$ cat src/rtl/adam_tag_mem_ctrl_pkg.sv
// Shared types for the tag memory front-end: response record and controller state.
// tag_t is sized for the widest supported tag; narrower tags are zero-extended.
package adam_tag_mem_ctrl_pkg;

  localparam int MAX_TAG_WIDTH = 8;

  typedef logic [MAX_TAG_WIDTH-1:0] tag_t;

  typedef struct packed {
    tag_t tag;
    logic err;
  } tag_rsp_t;

  typedef enum logic {
    IDLE  = 1'b0,
    CLEAR = 1'b1
  } tag_ctrl_state_e;

endpackage

$ cat src/rtl/adam_tag_mem_ctrl_if.sv
// Request/response/clear/memory-port bundle between the DIFT logic, the controller
// and adam_tag_mem. slave = controller view, master = environment view.
interface adam_tag_mem_ctrl_if #(
  parameter int ADDR_WIDTH = 32,
  parameter int DATA_WIDTH = 32,
  parameter int TAG_WIDTH  = 4
);
  localparam int STRB_WIDTH = DATA_WIDTH / 8;

  logic                  req_valid;
  logic                  req_ready;
  logic [ADDR_WIDTH-1:0] req_addr;
  logic                  req_we;
  logic [TAG_WIDTH-1:0]  req_tag;
  logic                  rsp_valid;
  logic                  rsp_ready;
  logic [TAG_WIDTH-1:0]  rsp_tag;
  logic                  rsp_err;
  logic                  clr_start;
  logic                  clr_busy;
  logic                  mem_req;
  logic [ADDR_WIDTH-1:0] mem_addr;
  logic                  mem_we;
  logic [STRB_WIDTH-1:0] mem_be;
  logic [DATA_WIDTH-1:0] mem_wdata;
  logic [DATA_WIDTH-1:0] mem_rdata;

  modport slave (
    input  req_valid, req_addr, req_we, req_tag, rsp_ready, clr_start, mem_rdata,
    output req_ready, rsp_valid, rsp_tag, rsp_err, clr_busy,
           mem_req, mem_addr, mem_we, mem_be, mem_wdata
  );

  modport master (
    output req_valid, req_addr, req_we, req_tag, rsp_ready, clr_start, mem_rdata,
    input  req_ready, rsp_valid, rsp_tag, rsp_err, clr_busy,
           mem_req, mem_addr, mem_we, mem_be, mem_wdata
  );

endinterface

$ cat src/rtl/adam_tag_rsp_fifo.sv
// Two-entry read-response FIFO. Upstream credit logic guarantees no push into a full
// FIFO unless the head is popped in the same cycle.
module adam_tag_rsp_fifo
  import adam_tag_mem_ctrl_pkg::*;
(
  input  logic     clk,
  input  logic     rst,
  input  logic     push_valid,
  input  tag_rsp_t push_data,
  output logic     pop_valid,
  input  logic     pop_ready,
  output tag_rsp_t pop_data,
  output logic [1:0] count
);

  tag_rsp_t   mem_q [2];
  logic       wr_ptr_q;
  logic       rd_ptr_q;
  logic [1:0] count_q;
  logic       do_push;
  logic       do_pop;

  assign pop_valid = (count_q != 2'd0);
  assign pop_data  = mem_q[rd_ptr_q];
  assign count     = count_q;
  assign do_pop    = pop_valid & pop_ready;
  assign do_push   = push_valid & ((count_q != 2'd2) | do_pop);

  // NOTE: state registers use non-blocking assignments so every flop samples pre-edge values.
  always_ff @(posedge clk) begin
    if (rst) begin
      wr_ptr_q <= 1'b0;
      rd_ptr_q <= 1'b0;
      count_q  <= 2'd0;
    end else begin
      if (do_push) wr_ptr_q <= ~wr_ptr_q;
      if (do_pop)  rd_ptr_q <= ~rd_ptr_q;
      case ({do_push, do_pop})
        2'b10:   count_q <= count_q + 2'd1;
        2'b01:   count_q <= count_q - 2'd1;
        default: count_q <= count_q;
      endcase
    end
  end

  // NOTE: payload storage has no reset; count_q alone decides which entries are meaningful.
  always_ff @(posedge clk) begin
    if (do_push) mem_q[wr_ptr_q] <= push_data;
  end

endmodule

$ cat src/rtl/adam_tag_mem_ctrl.sv
// Front-end for adam_tag_mem: maps tag requests onto the raw memory port, returns read
// tags through a 2-entry FIFO, and runs a one-word-per-cycle clear sweep.
module adam_tag_mem_ctrl
  import adam_tag_mem_ctrl_pkg::*;
#(
  parameter int ADDR_WIDTH     = 32,
  parameter int DATA_WIDTH     = 32,
  parameter int SIZE           = 4096,
  parameter int TAG_WIDTH      = 4,
  parameter bit CLEAR_ON_RESET = 1'b1
) (
  input logic                clk,
  input logic                rst,
  adam_tag_mem_ctrl_if.slave bus
);

  localparam int STRB_WIDTH   = DATA_WIDTH / 8;
  localparam int WORD_LSB     = $clog2(STRB_WIDTH);
  localparam int ALIGNED_SIZE = SIZE / STRB_WIDTH;
  localparam int IDX_WIDTH    = $clog2(ALIGNED_SIZE);

  tag_ctrl_state_e      state_q, state_d;
  logic [IDX_WIDTH-1:0] idx_q;
  logic                 inflight_q;
  logic                 inflight_err_q;
  logic                 in_range;
  logic                 accept;
  logic                 rd_accept;
  logic                 pop;
  logic                 fifo_valid;
  logic [1:0]           fifo_count;
  logic [2:0]           occupancy;
  tag_rsp_t             push_data;
  tag_rsp_t             head;

  always_ff @(posedge clk) begin
    if (rst) begin
      state_q        <= CLEAR_ON_RESET ? CLEAR : IDLE;
      idx_q          <= '0;
      inflight_q     <= 1'b0;
      inflight_err_q <= 1'b0;
    end else begin
      state_q        <= state_d;
      inflight_q     <= rd_accept;
      inflight_err_q <= rd_accept & ~in_range;
      idx_q          <= (state_q == CLEAR) ? idx_q + IDX_WIDTH'(1) : '0;
    end
  end

  // NOTE: every always_comb output gets a default first, so no path can infer a latch.
  always_comb begin
    state_d = state_q;
    case (state_q)
      IDLE:    if (bus.clr_start) state_d = CLEAR;
      CLEAR:   if (idx_q == IDX_WIDTH'(ALIGNED_SIZE - 1)) state_d = IDLE;
      default: state_d = IDLE;
    endcase
  end

  // Slots already promised = queued + in flight, minus the head leaving this cycle.
  assign in_range  = bus.req_addr < ADDR_WIDTH'(SIZE);
  assign pop       = fifo_valid & bus.rsp_ready;
  assign occupancy = {1'b0, fifo_count} + {2'b00, inflight_q} - {2'b00, pop};
  assign accept    = bus.req_valid & bus.req_ready;
  assign rd_accept = accept & ~bus.req_we;

  always_comb begin
    bus.req_ready = ~rst & (state_q == IDLE) & ~bus.clr_start
                  & (bus.req_we | (occupancy < 3'd2));
    bus.clr_busy  = ~rst & (state_q == CLEAR);
    bus.rsp_valid = ~rst & fifo_valid;
    bus.rsp_tag   = bus.rsp_valid ? head.tag[TAG_WIDTH-1:0] : '0;
    bus.rsp_err   = bus.rsp_valid & head.err;
  end

  always_comb begin
    bus.mem_req   = 1'b0;
    bus.mem_addr  = '0;
    bus.mem_we    = 1'b0;
    bus.mem_be    = '0;
    bus.mem_wdata = '0;
    if (rst) begin
      bus.mem_req = 1'b0;
    end else if (state_q == CLEAR) begin
      bus.mem_req  = 1'b1;
      bus.mem_we   = 1'b1;
      bus.mem_be   = STRB_WIDTH'(1);
      bus.mem_addr = ADDR_WIDTH'(idx_q) << WORD_LSB;
    end else if (accept && in_range) begin
      bus.mem_req  = 1'b1;
      bus.mem_we   = bus.req_we;
      bus.mem_be   = bus.req_we ? STRB_WIDTH'(1) : '0;
      bus.mem_addr = bus.req_addr & ~ADDR_WIDTH'(STRB_WIDTH - 1);
      if (bus.req_we) bus.mem_wdata = DATA_WIDTH'(bus.req_tag);
    end
  end

  // Out-of-range reads still occupy a response slot so ordering is preserved.
  always_comb begin
    push_data.err = inflight_err_q;
    push_data.tag = inflight_err_q ? '0 : tag_t'(bus.mem_rdata[TAG_WIDTH-1:0]);
  end

  adam_tag_rsp_fifo u_rsp_fifo (
    .clk       (clk),
    .rst       (rst),
    .push_valid(inflight_q),
    .push_data (push_data),
    .pop_valid (fifo_valid),
    .pop_ready (bus.rsp_ready),
    .pop_data  (head),
    .count     (fifo_count)
  );

endmodule
$ cat src/flat_wrapper.sv
// flat-port wrapper written by rule: the top's interface ports become plain ports
module adam_tag_mem_ctrl_flat import adam_tag_mem_ctrl_pkg::*;
#(
  parameter int ADDR_WIDTH     = 32,
  parameter int DATA_WIDTH     = 32,
  parameter int SIZE           = 4096,
  parameter int TAG_WIDTH      = 4,
  parameter bit CLEAR_ON_RESET = 1'b1
)
  (clk, rst, bus_req_valid, bus_req_addr, bus_req_we, bus_req_tag, bus_rsp_ready, bus_clr_start, bus_mem_rdata, bus_req_ready, bus_rsp_valid, bus_rsp_tag, bus_rsp_err, bus_clr_busy, bus_mem_req, bus_mem_addr, bus_mem_we, bus_mem_be, bus_mem_wdata);
  adam_tag_mem_ctrl_if #(.ADDR_WIDTH(ADDR_WIDTH), .DATA_WIDTH(DATA_WIDTH), .TAG_WIDTH(TAG_WIDTH)) bus_i ();
  input logic clk;
  input logic rst;
  input wire logic [$bits(bus_i.req_valid)-1:0] bus_req_valid;
  input wire logic [$bits(bus_i.req_addr)-1:0] bus_req_addr;
  input wire logic [$bits(bus_i.req_we)-1:0] bus_req_we;
  input wire logic [$bits(bus_i.req_tag)-1:0] bus_req_tag;
  input wire logic [$bits(bus_i.rsp_ready)-1:0] bus_rsp_ready;
  input wire logic [$bits(bus_i.clr_start)-1:0] bus_clr_start;
  input wire logic [$bits(bus_i.mem_rdata)-1:0] bus_mem_rdata;
  output wire logic [$bits(bus_i.req_ready)-1:0] bus_req_ready;
  output wire logic [$bits(bus_i.rsp_valid)-1:0] bus_rsp_valid;
  output wire logic [$bits(bus_i.rsp_tag)-1:0] bus_rsp_tag;
  output wire logic [$bits(bus_i.rsp_err)-1:0] bus_rsp_err;
  output wire logic [$bits(bus_i.clr_busy)-1:0] bus_clr_busy;
  output wire logic [$bits(bus_i.mem_req)-1:0] bus_mem_req;
  output wire logic [$bits(bus_i.mem_addr)-1:0] bus_mem_addr;
  output wire logic [$bits(bus_i.mem_we)-1:0] bus_mem_we;
  output wire logic [$bits(bus_i.mem_be)-1:0] bus_mem_be;
  output wire logic [$bits(bus_i.mem_wdata)-1:0] bus_mem_wdata;
  assign bus_i.req_valid = bus_req_valid;
  assign bus_i.req_addr = bus_req_addr;
  assign bus_i.req_we = bus_req_we;
  assign bus_i.req_tag = bus_req_tag;
  assign bus_i.rsp_ready = bus_rsp_ready;
  assign bus_i.clr_start = bus_clr_start;
  assign bus_i.mem_rdata = bus_mem_rdata;
  assign bus_req_ready = bus_i.req_ready;
  assign bus_rsp_valid = bus_i.rsp_valid;
  assign bus_rsp_tag = bus_i.rsp_tag;
  assign bus_rsp_err = bus_i.rsp_err;
  assign bus_clr_busy = bus_i.clr_busy;
  assign bus_mem_req = bus_i.mem_req;
  assign bus_mem_addr = bus_i.mem_addr;
  assign bus_mem_we = bus_i.mem_we;
  assign bus_mem_be = bus_i.mem_be;
  assign bus_mem_wdata = bus_i.mem_wdata;
  adam_tag_mem_ctrl #(.ADDR_WIDTH(ADDR_WIDTH), .DATA_WIDTH(DATA_WIDTH), .SIZE(SIZE), .TAG_WIDTH(TAG_WIDTH), .CLEAR_ON_RESET(CLEAR_ON_RESET)) u_core (.clk(clk), .rst(rst), .bus(bus_i));
endmodule
$ cat config.mk
export PLATFORM = sky130hd
export DESIGN_NAME = adam_tag_mem_ctrl_flat
export DESIGN_NICKNAME = d
export VERILOG_FILES = /design/src/rtl/adam_tag_mem_ctrl_pkg.sv /design/src/rtl/adam_tag_mem_ctrl_if.sv /design/src/rtl/adam_tag_rsp_fifo.sv /design/src/rtl/adam_tag_mem_ctrl.sv /design/src/flat_wrapper.sv
export SDC_FILE = /design/constraint.sdc
export NUM_CORES = 1
export LEC_CHECK = 0
export CAP_MARGIN = 20
export CORE_UTILIZATION = 36
export DETAILED_ROUTE_END_ITERATION = 8
export MAX_ROUTING_LAYER = met4
export PLACE_DENSITY = 0.95
export SKIP_LAST_GASP = 1
export SYNTH_ARGS = -nofsm -noshare
export SYNTH_HDL_FRONTEND = slang
export SYNTH_SLANG_ARGS = --single-unit
$ cat constraint.sdc
create_clock -name clk -period 4.55 [get_ports clk]
set_input_delay 0.6825 -clock clk [delete_from_list [all_inputs] [get_ports clk]]
set_output_delay 0.6825 -clock clk [all_outputs]
set_load 0.005 [all_outputs]
==> results of run 1 <==
## cells in the mapped netlist, drive strengths merged (3+ instances only)
cell type,instances,area [sq um]
a21oi,3,15.01
buf,56,427.9
clkbuf,7,26.28
dfxtp,18,360.4
edfxtp,10,300.3
inv,10,37.54
mux2i,5,50.05
nand2,15,56.30
nand3,4,20.02
nand3b,8,60.06
nand4,5,46.29
nor2,23,86.33
nor2b,4,25.02
nor4,6,56.31
o21ai,14,85.07
or3,3,18.77
xnor2,6,52.55
xor2,6,52.55
## stage by stage
| step | utilization [%] | std cells | total power, mW | setup slack (ps) | hold slack [ps] |
|---|---|---|---|---|---|
| 6_report | 49.49 | 357 | 0.5259 | 196.1 | 500.4 |
| 2_1_floorplan | - | 276 | 0.3267 | 1167 | 448.9 |
| 4_1_cts | 49.35 | 357 | 0.5300 | 121.9 | 507.4 |
| 5_1_grt | 49.49 | 357 | 0.5500 | 18.98 | 531.9 |
| 3_5_place_dp | 47.97 | 353 | 0.3409 | 159.4 | 484.7 |
| 3_3_place_gp | 47.97 | 353 | 0.3398 | 176.8 | 474.2 |
## power groups by stage
stage	Clock (mW)	Sequential [mW]	Combinational (mW)
after global routing	0.204	0.264	0.0812
after detailed placement	0	0.270	0.0713
after floorplan	0	0.268	0.0586
final	0.190	0.264	0.0719
after global placement	0	0.269	0.0704
after CTS	0.195	0.264	0.0717
## routing by layer
layer | wire, um | part of all wire [%] | vias up
li1 | - | - | 771
met1 | 1514 | 42 | 721
met2 | 1884 | 52 | 90
met3 | 216 | 5.9 | 2
met4 | 20 | 0.55 | 0
met5 | 0 | 0 | -
## cells by family after synthesis
family / count (synthesis)
xor gates and xnor gates: 12
AOI/OAI and AO/OA: 23
and+or+nand+nor: 79
buffers and inverters: 73
DFF: 28
muxes: 5
adders and majority gates: 3
other: 1
## state kept, by name, summed over array words and instances (netlist names), named ones only
| name | count |
|---|---|
| u_core.inflight_q | 1 |
| u_core.u_rsp_fifo.wr_ptr_q | 1 |
| u_core.u_rsp_fifo.rd_ptr_q | 1 |
| u_core.u_rsp_fifo.count | 2 |
| u_core.inflight_err_q | 1 |
| u_core.idx_q | 10 |
| u_core.u_rsp_fifo.mem_q | 10 |
| u_core.state_q | 1 |
## critical path: cells and delay by family
kind,cells,cell delay [ps]
compound gates,2,400
xor+xnor,1,150
fa+ha+maj,1,500
buf+inv,3,1260
simple gates,3,670
## final timing paths
kind                                                          to  slack, ps                               startpoint
worst max-delay path                             bus_mem_addr[5]        200                            bus_rsp_ready
worst min-delay path                  u_core.idx_q[0]$_SDFF_PN0_        500               u_core.idx_q[0]$_SDFF_PN0_
worst max register to register  u_core.inflight_err_q$_SDFF_PP0_       2080  u_core.u_rsp_fifo.count[1]$_SDFFE_PP0P_
worst min register to register        u_core.idx_q[0]$_SDFF_PN0_        500               u_core.idx_q[0]$_SDFF_PN0_
## layout make-up
type,instances,share of cell area (%)
Multi-Input combinational cell,175,39.35
Clock inverter,1,1.173
Inverter,10,1.466
Sequential cell,28,25.81
Timing Repair Buffer,70,27.17
Clock buffer,3,1.613
Tap cell,70,3.421
==> results.md, run 1 <==
* Status: finished, final reports clean
* Met2 usage at 23.71%
* Clk_lat worst skew at 260 ps
* Compound-Gate Fraction of Synth Area at 7.609%
* VDD IR-drop max at around 0.19 mV
* Crit path required time at 3870 ps
* ANT cells at 0
* Post-synth ARST share at 0%
* CP cell instances: clkdlybuf4s50_1 > xor2_1 > nand2_1 > fa_1 > or4b_4 > o22ai_4 > nand4_4 > buf_4 > o21ai_0 > clkdlybuf4s50_1
* Initial Util at ~38%
* CP max stage delay at about 530 ps
* Vias in the first global route at roughly 1300
* Max Cap Violations at 0
* Clock skew at between 1 and 1.5 ps
* # H-tree levels at 1
* Synthesized area at 1957 sq um
* Pwr Density at about 200 nW/um^2
* GRT met1 Usage at about 15%
* CTS tree: built
* Gr ovfl total at 0
* Avg Cell Area, Syn at around 8.7 sq um
* Gpl congestion at 0.8155
* GR Util met3 at 1.190%
* Full die area at around 5700 sq um
* DIE HEIGHT at roughly 76 um
* Max-slew violation count at 0
* Site Rows at 26
* CTS max path bufs at 2
* Busiest grt layer: met2
* Post-synth EDFFs at 10
* Multi-input gate area at roughly 1000 sq um
* CTS Sinks at 28
* Fill cell count at around 460
* Drt pass-1 iters at 4
* Layout Nets at 365
* Synth Instances at about 220
* CP most frequent cell: clkdlybuf4s50_1
* Setup-failing EPs final at 0
* Vias at 1584
* Post-synthesis mux area share at under 10%
* Yosys reg bits at 28
* Clk slew on worst S/H paths at ~90 ps
* Crit path kind: in -> out
* Tightest Pin Transition at roughly 660 ps
* Sw Ratio at between 10% and 20%
* Ratio of cells with drive above 1 in the final layout at between 5 and 6%
* Primary FF master, synth: dfxtp_1
* CP arrival at about 3700 ps
* Worst min-delay path category: reg -> reg
* Internal Power at about 0.42 mW
* Synth Area in XOR/XNOR at between 5 and 6%
* Post-route cell area at between 2000 and 3000 sq um
* Gr usage total at 12.85%
* Slew margin rel. at 56.08%
* Period Utilization, post-route at a little over nine tenths
* Post-synthesis cell type count at between 40 and 50
* Avg Vias per Cell at between 4 and 5
* HPWL Detailed at approximately 3000 um
* Seq/Total Area, Yosys at between 30% and 40%
* P_sw at slightly above 0.1 mW
* Reg2Reg Depth at 7
* First-pass GRT wire length at 5540 um
* Clock network fraction of design power at 36.2%
* Flop pwr share at roughly half
* Largest family of logic cells by synthesized area: buffers and inverters
* Synth-to-Final Area Change at 30.82%
* Postcts setup bufs at 0
* Gate power share at 13.7%
* Ports at about 150
* RSZ-0062 raised after global routing: no
* Crit start category: input pin
* Port buffer count at a little under 70
* Highest clock rate at between 0.2 and 0.25 GHz
* Final WL at approximately 3600 um
* Synth Warn # at 0
* CP max-delay cell: clkdlybuf4s50_1
* CP max FO at 15
* Hold Path Cell Cnt at 1
* Post-CTS Hold Fix Bufs at 0
* Placeable Area at between 5000 and 6000 sq um
* Largest net degree at the start of global routing at 20
* TritonCTS buffer count at 3
* WL/cell at 10.18 um
* Leakage Power at 0.9633 nW
* Post-Synth Adder-Cell Area at under 10%
* Most frequent cells in the layout: clkdlybuf4s50_1 (68), conb_1 (53), nor2_1 (23)
* Placed inst area at approximately 2500 sq um
* Endpoint class of the critical path: output pin
* Setup TNS at 0 ps
* Post-synthesis simple-gate area fraction at a little under a quarter
* Endpoints failing hold at 0
* Final worst path period need at roughly 4400 ps
* Area occupied by registers at roughly 660 sq um
* Commonest non-fill, non-tap cell in the layout: clkdlybuf4s50_1
* Root Buffer: clkbuf_8
* DIE WIDTH at ~76 um
* Post-cts gate resize count at 0
* Antenna violations before repair at 0
* Starting DRC count in detailed routing at 78
* Drt drc at 0
* Post-detailed-route count of antenna-violating nets at 0
Power figures use the tool's default switching activity.
==> run 2: changes to the inputs <==
--- a/config.mk
+++ b/config.mk
@@ -5,7 +5,9 @@
 export SDC_FILE = /design/constraint.sdc
 export NUM_CORES = 1
 export LEC_CHECK = 0
+export ABC_AREA = 0
 export CAP_MARGIN = 20
+export CORE_ASPECT_RATIO = 1.75
 export CORE_UTILIZATION = 36
 export DETAILED_ROUTE_END_ITERATION = 8
 export MAX_ROUTING_LAYER = met4
==> run 2 against run 1 <==
Compared with the run above:
- the flow now finishes with violations (DRC)
- setup slack worse by 11 ps
- critical path depth did not move
- final area down 0.44%
- utilization is 0.99 points lower
- sequential power hardly changed
- routed wire length up 12%
- register-to-register slack improved by 40 ps
- clock power about the same
- first-iteration DRC count shrank 47%
- sequential cell count stayed put
- critical path type unchanged
- critical endpoint is now bus_mem_addr[3]
==> results.md, run 2 (same netlist as run 1, synthesis figures left out) <==
* # H-tree levels at 1
* Highest clock rate at around 0.23 GHz
* Clk slew on worst S/H paths at 90 ps
* DIE WIDTH at between 50 and 60 um
* Final worst path period need at roughly 4400 ps
* CP cell instances: clkdlybuf4s50_1 > xor2_1 > nand2_1 > fa_1 > or4b_4 > o22ai_2 > nand4_4 > buf_4 > o21ai_0 > clkdlybuf4s50_1
* Total Power at about 0.53 mW
* Failing checks: DRC
* Layout Nets at between 300 and 400
* Antenna violations before repair at 0
* Gr usage total at between 10% and 20%
* Ports at roughly 150
* CTS tree: built
* CP max stage delay at 520 ps
* TritonCTS buffer count at 3
* Crit path kind: in -> out
* Starting DRC count in detailed routing at 41
* Setup TNS at 0 ps
* Synth-to-Final Area Change at 30.24%
* Avg Vias per Cell at around 4.7
* DIE HEIGHT at around 100 um
* Post-detailed-route count of antenna-violating nets at 0
* Crit path required time at approximately 3900 ps
* Crit start category: input pin
* Vias at 1600
* Tightest Pin Transition at ~660 ps
* Endpoints failing hold at 0
* Clk_lat worst skew at around 270 ps
* Max Cap Violations at 0
* Ratio of cells with drive above 1 in the final layout at around 6.6%
* HPWL Detailed at 3321 um
* Hold_sp: u_core.idx_q[8]$_SDFF_PN0_
* WL/cell at roughly 12 um
* Full die area at 5746 sq um
* Endpoint class of the critical path: output pin
* Vias in the first global route at approximately 1500
* CP most frequent cell: clkdlybuf4s50_1
* Most frequent cells in the layout: clkdlybuf4s50_1 (68), conb_1 (53), nor2_1 (23)
* Critical Path Source: bus_rsp_ready
* Leakage Power at around 1 nW
* Post-CTS Hold Fix Bufs at 0
* CTS Sinks at 28
* Worst min-delay path category: reg -> reg
* Port buffer count at between 60 and 70
* Gpl congestion at around 0.77
* Drt pass-1 iters at 7
* Clock skew at 5.321 ps
* Commonest non-fill, non-tap cell in the layout: clkdlybuf4s50_1
* Status: complete, but fails checks
* VDD IR-drop max at 0.2746 mV
* Reg2reg start: u_core.u_rsp_fifo.count[1]$_SDFFE_PP0P_
* Period Utilization, post-route at a little over nine tenths
* CTS max path bufs at 2
* CP max FO at 8
* Max-slew violation count at 0
* Drt drc at 13
* Setup-failing EPs final at 0
* CP arrival at around 3700 ps
* Slew margin rel. at about 56%
* Final WL at 4058 um
* Root Buffer: clkbuf_8
* Site Rows at 35
* ANT cells at 0
* Largest net degree at the start of global routing at 18
* First-pass GRT wire length at between 6000 and 7000 um
* Gr ovfl total at 0
* Buffers & Inverters on Critical Path at 3
* Initial Util at a little under two fifths
* Pwr Density at roughly 210 nW/um^2
* RSZ-0062 raised after global routing: no
* Crit-path leading delay family: buffers and inverters
* CP max-delay cell: clkdlybuf4s50_1
* Fill cell count at approximately 490
* Placeable Area at 5255 sq um
[run 2: layout make-up]
cell class	count	area (sq um)	share of cell area, %
multi-input combinational	175	999.7	39.22
timing repair buffer	72	710.7	27.88
sequential	28	660.6	25.92
tap	55	68.82	2.700
clock buffer	3	41.29	1.620
inverter	10	37.54	1.473
clock inverter	1	30.03	1.178
[run 2: through the flow]
step / instance area [sq um] / std cells / hold slack (ps) / setup slack [ps] / util (%)
floorplan: 2152 / 276 / 448.9 / 1167 / -
global placement: 2477 / 340 / 480.4 / 209.8 / 47.14
detailed placement: 2477 / 340 / 506.6 / 186.9 / 47.14
CTS: 2549 / 344 / 529.8 / 155.9 / 48.50
global route: 2549 / 344 / 546.9 / 26.96 / 48.50
finish: 2549 / 344 / 525.6 / 184.9 / 48.50
[run 2: worst min-delay path, delay by kind of cell, from the launching register on]
kind           cells  cell delay [ps]
AO/OA/AOI/OAI      2              140
flip-flops         1              340
[run 2: path summary, 6_finish.rpt]
kind | slack [ps] | cells after the start | endpoint
hold reg to reg | 530 | 2 | u_core.idx_q[8]$_SDFF_PN0_
setup / recovery | 180 | 10 | bus_mem_addr[3]
setup reg to reg | 2120 | 8 | u_core.inflight_err_q$_SDFF_PP0_
hold / removal | 530 | 2 | u_core.idx_q[8]$_SDFF_PN0_
[run 2: repair_timing]
action,CTS,global route
resized for setup,0,2
buffers inserted,0,0
setup endpoints to repair,0,1
[run 2: power by group]
part / internal [mW] / switching [mW]
Sequential: 0.261 / 0.00343
Combinational: 0.0443 / 0.0277
Clock: 0.118 / 0.0758
Total: 0.422 / 0.107
[run 2: routing by layer]
metal,GRT usage (%),vias up,share of wire [%]
li1,-,775,-
met1,15.00,724,34
met3,3.251,2,8.5
met4,2.381,0,0.37
met2,29.52,99,57
met5,-,-,0
